**src/rtl/alu_rr_arbiter.sv**
```systemverilog
// Round-robin arbiter sharing one combinational ALU between two requesters.
// One operation in flight; operands and controls to the ALU are registered.
//
//   state  | meaning
//   IDLE   | waiting for a request; grants the valid requester (pointer breaks ties)
//   EXEC   | ALU sees latched operands; result and flags are captured this cycle
//   RESP   | result held on the owner's response channel until it is taken
module alu_rr_arbiter #(
    parameter int WIDTH = 16
) (
    input  logic             clk,
    input  logic             rst_n,

    input  logic             req0_valid,
    output logic             req0_ready,
    input  logic [WIDTH-1:0] req0_x,
    input  logic [WIDTH-1:0] req0_y,
    input  logic [5:0]       req0_ctrl,

    input  logic             req1_valid,
    output logic             req1_ready,
    input  logic [WIDTH-1:0] req1_x,
    input  logic [WIDTH-1:0] req1_y,
    input  logic [5:0]       req1_ctrl,

    output logic             rsp0_valid,
    input  logic             rsp0_ready,
    output logic             rsp1_valid,
    input  logic             rsp1_ready,
    output logic [WIDTH-1:0] rsp_out,
    output logic             rsp_zr,
    output logic             rsp_ng,

    output logic             busy,

    output logic [WIDTH-1:0] alu_x,
    output logic [WIDTH-1:0] alu_y,
    output logic             alu_zx,
    output logic             alu_nx,
    output logic             alu_zy,
    output logic             alu_ny,
    output logic             alu_f,
    output logic             alu_no,
    input  logic [WIDTH-1:0] alu_out,
    input  logic             alu_zr,
    input  logic             alu_ng
);

    typedef enum logic [1:0] {
        S_IDLE = 2'd0,
        S_EXEC = 2'd1,
        S_RESP = 2'd2
    } state_t;

    state_t state;
    state_t state_nxt;
    logic   ptr;      // requester that wins when both are valid
    logic   owner;    // requester whose operation is in flight
    logic   grant0;
    logic   grant1;
    logic   accept0;
    logic   accept1;
    logic   rsp_take;

    always_comb begin
        grant0 = 1'b0;
        grant1 = 1'b0;
        if (req0_valid && req1_valid) begin
            grant0 = ~ptr;
            grant1 = ptr;
        end else begin
            grant0 = req0_valid;
            grant1 = req1_valid;
        end
    end

    assign accept0  = req0_valid && req0_ready;
    assign accept1  = req1_valid && req1_ready;
    assign rsp_take = owner ? rsp1_ready : rsp0_ready;

    // State register
    always_ff @(posedge clk) begin
        if (!rst_n) begin
            state <= S_IDLE;
        end else begin
            state <= state_nxt;
        end
    end

    // Next-state logic
    always_comb begin
        state_nxt = state;
        case (state)
            S_IDLE: if (accept0 || accept1) state_nxt = S_EXEC;
            S_EXEC: state_nxt = S_RESP;
            S_RESP: if (rsp_take) state_nxt = S_IDLE;
            default: state_nxt = S_IDLE;
        endcase
    end

    // Outputs; ready is gated by reset so nothing is accepted on a reset edge
    always_comb begin
        req0_ready = 1'b0;
        req1_ready = 1'b0;
        rsp0_valid = 1'b0;
        rsp1_valid = 1'b0;
        busy       = (state != S_IDLE);
        if (rst_n && state == S_IDLE) begin
            req0_ready = grant0;
            req1_ready = grant1;
        end
        if (state == S_RESP) begin
            rsp0_valid = ~owner;
            rsp1_valid = owner;
        end
    end

    always_ff @(posedge clk) begin
        if (!rst_n) begin
            ptr     <= 1'b0;
            owner   <= 1'b0;
            alu_x   <= '0;
            alu_y   <= '0;
            alu_zx  <= 1'b0;
            alu_nx  <= 1'b0;
            alu_zy  <= 1'b0;
            alu_ny  <= 1'b0;
            alu_f   <= 1'b0;
            alu_no  <= 1'b0;
            rsp_out <= '0;
            rsp_zr  <= 1'b0;
            rsp_ng  <= 1'b0;
        end else begin
            if (accept0) begin
                owner <= 1'b0;
                alu_x <= req0_x;
                alu_y <= req0_y;
                {alu_zx, alu_nx, alu_zy, alu_ny, alu_f, alu_no} <= req0_ctrl;
            end else if (accept1) begin
                owner <= 1'b1;
                alu_x <= req1_x;
                alu_y <= req1_y;
                {alu_zx, alu_nx, alu_zy, alu_ny, alu_f, alu_no} <= req1_ctrl;
            end
            if (state == S_EXEC) begin
                rsp_out <= alu_out;
                rsp_zr  <= alu_zr;
                rsp_ng  <= alu_ng;
            end
            if (state == S_RESP && rsp_take) begin
                ptr <= ~owner;
            end
        end
    end

endmodule

```
**config.mk**
```make
export PLATFORM = sky130hd
export DESIGN_NAME = alu_rr_arbiter
export DESIGN_NICKNAME = d
export VERILOG_FILES = /design/src/rtl/alu_rr_arbiter.sv
export SDC_FILE = /design/constraint.sdc
export NUM_CORES = 1
export LEC_CHECK = 0
export BUFFER_PORTS_ARGS = -buffer_cell sky130_fd_sc_hd__buf_2
export CORE_ASPECT_RATIO = 1.5
export CORE_MARGIN = 8
export CORE_UTILIZATION = 41
export DETAILED_ROUTE_END_ITERATION = 10
export PLACE_DENSITY = 0.79
export SYNTH_ARGS = -nofsm -noshare
export SYNTH_HDL_FRONTEND = slang
export SYNTH_SLANG_ARGS = --single-unit
export TNS_END_PERCENT = 100
```
**constraint.sdc**
```tcl
create_clock -name clk -period 1.6 [get_ports clk]
set_input_delay 0 -clock clk [delete_from_list [all_inputs] [get_ports clk]]
set_output_delay 0 -clock clk [all_outputs]
set_load 0.03 [all_outputs]
```
==> results.yml <==
placement:
  port-buffer-count: 160
  place_hpwl_um: 5750
  gp_congestion: 0.803
clock_network:
  cts_tree: "done"
  clkSlewWorstSetupHoldPaths_ns: 0.07
  clkLatencyLatePin_ns: 0.33
  cts_setup_buffers: 0
  cts_sinks: 60
  cts_root_buf: "clkbuf_8"
  cts_buffers: 9
  cts_htree_levels: 3
  cts_buffer_depth: 2
global_routing:
  grt_first_pass_wirelength_um: 15700
  grt_antenna_before_repair: 1
  grt_pass1_vias: 3149
  grt_use_met3_pct: 7.61
  grt_use_total_pct: 23.1
  grtUsageMet1_pct: 22.2
  grt_max_degree: 41
  use_met2_pct: 41.7
  grt_overflow: 0
  busiest_layer: "met2"
hold_path:
  hp-class: "input port to flip-flop"
  worstHoldPathCells: 3
  hp-start: "req0_x[9]"
  whs_endpoint: "alu_x[9]"
final_layout:
  drive_gt1_share_pct: 38.3
  final_nets: 591
  area_growth_syn_to_layout_pct: 86.2
setup_path:
  worstPathRequired_ns: 1.60
  worstPathCellList: "nor3b_4, and3_4, buf_12, buf_4"
  reg2reg_depth: 5
  path_max_fanout: 20
  startpoint_type: "flip-flop"
  arrival_ns: 1.55
  r2r_slack_ns: 0.14
  r2r_end: "alu_x[10]"
  timing.rr.start: "state[0]"
  crit_type: "flip-flop to primary output"
  end_kind: "primary output"
  cpPeakStageDelay_ns: 0.37
  crit_slowest_cell: "dfxtp_1"
logic_synthesis:
  avgSynthCellArea_um2: 10.1
  yosys.area_share.simple_pct: 19.6
  yosysSeqAreaShare_pct: 50.4
  synth_edf_count: 0
  synth_top_family_by_area: "compound AO/OA/AOI/OAI gates"
  synth-compound-area-share_pct: 23.9
  synthMuxAreaShare_pct: 0.420
  synthAdderAreaFrac_pct: 0
  syn_inst: 237
  ys_warn_count: 0
  synth_nets: 337
  async_flop_share_pct: 0
  synthXorXnorAreaFrac_pct: 0
  ys_ff_latch: 60
  synth_area_um2: 2380
  synth_ff_type: "dfxtp_1"
  ys_types: 25
drt:
  ant_nets: 0
  post_drt_wl_per_cell_um: 17.7
  via_per_inst: 5.15
  first_pass_iters: 5
  route.detailed.drc: 0
  drtIter0Drc: 181
  drt_wl_total_um: 10100
  vias: 2943
power_and_ir_drop:
  switchingPower_mw: 1.25
  combPwrFrac_pct: 26.6
  power.density_nw_per_um2: 944
  p_int_mw: 2.94
  power_mw: 4.19
  ir_worst_vdd_mv: 0.582
  clkPwrFrac_pct: 32.3
  p_leak_nw: 2.26
  pwr-share-seq_pct: 41.1
  p_sw_share_pct: 29.8
timing:
  setup_viol: 0
  relSlewSlack_pct: 79.2
  max_freq_ghz: 0.644
  maxSlewViolCount: 0
  period_share_pct: 97.1
  fin_crit_ns: 1.55
  worst-slew-pin-transition_ns: 0.311
  hold_viol: 0
  tns_ns: 0
  finalClockSkew_ns: 0.00756
  hold_slack_ns: 0.00798
die:
  fp.dieH_um: 109
  dieArea_um2: 8560
  ios: 161
  rows: 34
  core-area_um2: 5700
  start_util_pct: 41.8
  die_x_um: 78.2
run_status:
  status: "complete, no violations"
run:
  maxCapViolCount: 0
flip-flops by register name (all words and copies together), names as in the netlist:
signal	count
owner	1
rsp_ng	1
state	2
alu_f	1
alu_no	1
alu_ny	1
alu_x	16
rsp_zr	1
alu_y	16
alu_nx	1
ptr	1
rsp_out	16
alu_zy	1
alu_zx	1
synth_stat cells (2+ instances only):
| master | n | area share, % |
|---|---|---|
| and3_1 | 38 | 10 |
| a21boi_1 | 20 | 6.3 |
| nand2b_1 | 2 | 0.53 |
| a21oi_1 | 2 | 0.42 |
| nor2b_1 | 4 | 1.1 |
| buf_1 | 2 | 0.32 |
| buf_6 | 5 | 2.4 |
| and2_1 | 3 | 0.79 |
| a221o_1 | 38 | 16 |
| clkbuf_1 | 10 | 1.6 |
| nand2_1 | 36 | 5.7 |
| buf_2 | 5 | 1.1 |
| dfxtp_1 | 60 | 50 |
repair_timing:
item	4_1_cts	5_1_grt
hold endpoints to repair	59	0
pin swaps	0	2
hold buffers	96	0
setup endpoints to repair	1	2
cloned	0	0
gates resized for setup	2	4
stage by stage:
step	std cells	cell area, µm²	setup WS [ns]	utilization, %
CTS	568	4420	0.00847	77.5
global placement	456	3250	0.225	57.0
detailed placement	456	3250	0.167	57.0
floorplan	237	2380	0.152	-
finish	571	4440	0.0463	77.8
global route	569	4430	-0.00258	77.7
worst max-delay path by stage:
stage	from	to	slack, ns	cells past startpoint
final	state[0]	req1_ready	0.05	4
after floorplan	state[0]	alu_f	0.15	6
after global routing	state[0]	req1_ready	-0.003	4
after detailed placement	state[0]	alu_x[10]	0.17	5
after global placement	state[0]	alu_x[2]	0.22	5
after CTS	state[0]	req1_ready	0.008	4
kinds of logic after synthesis:
logic type	Yosys count
AOI/OAI and AO/OA	64
buffers and inverters	24
DFF	60
muxes	1
and+or+nand+nor	88
cell usage in the layout (no fill, tap or decap), types with 3 or more instances in the layout:
master         netlist  final
nand2_1             36     36
buf_2                5    159
a221o_1             38     38
dfxtp_1             60     59
a21boi_1            20     19
diode_2              0      3
and2_1               3      3
buf_4                0      7
clkbuf_8             0     11
and3_1              38     38
nor2b_1              4      4
buf_12               0      3
dlygate4sd3_1        0     96
power groups by stage:
stage          Sequential [mW]  Combinational, mW  Clock, mW
6_report                  1.72               1.12       1.35
5_1_grt                   1.74               1.19       1.46
4_1_cts                   1.71               1.09       1.39
3_5_place_dp              1.74              0.906          0
3_3_place_gp              1.74              0.887          0
2_1_floorplan             1.99              0.316          0
critical path, delay by kind of cell, from the launching register on:
| kind | cells | cell delay, ns |
|---|---|---|
| buffers and inverters | 2 | 0.32 |
| flip-flops | 1 | 0.37 |
| AND/OR/NAND/NOR | 2 | 0.52 |
metal layers:
layer  vias up  part of all wire, %
li1       1388                    -
met1      1386                   35
met2       145                   55
met3        24                  6.6
met4         0                  3.1
met5         -                    0
final cells by class:
type,count,area [µm²]
Sequential cell,60,1200
Fill cell,376,1260
Clock buffer,12,155
Clock inverter,4,47.5
Timing Repair Buffer,265,1870
Antenna cell,3,7.51
Multi-Input combinational cell,153,1060
Tap cell,72,90.1
Inverter,2,7.51
(Power assumes the default switching activity.)
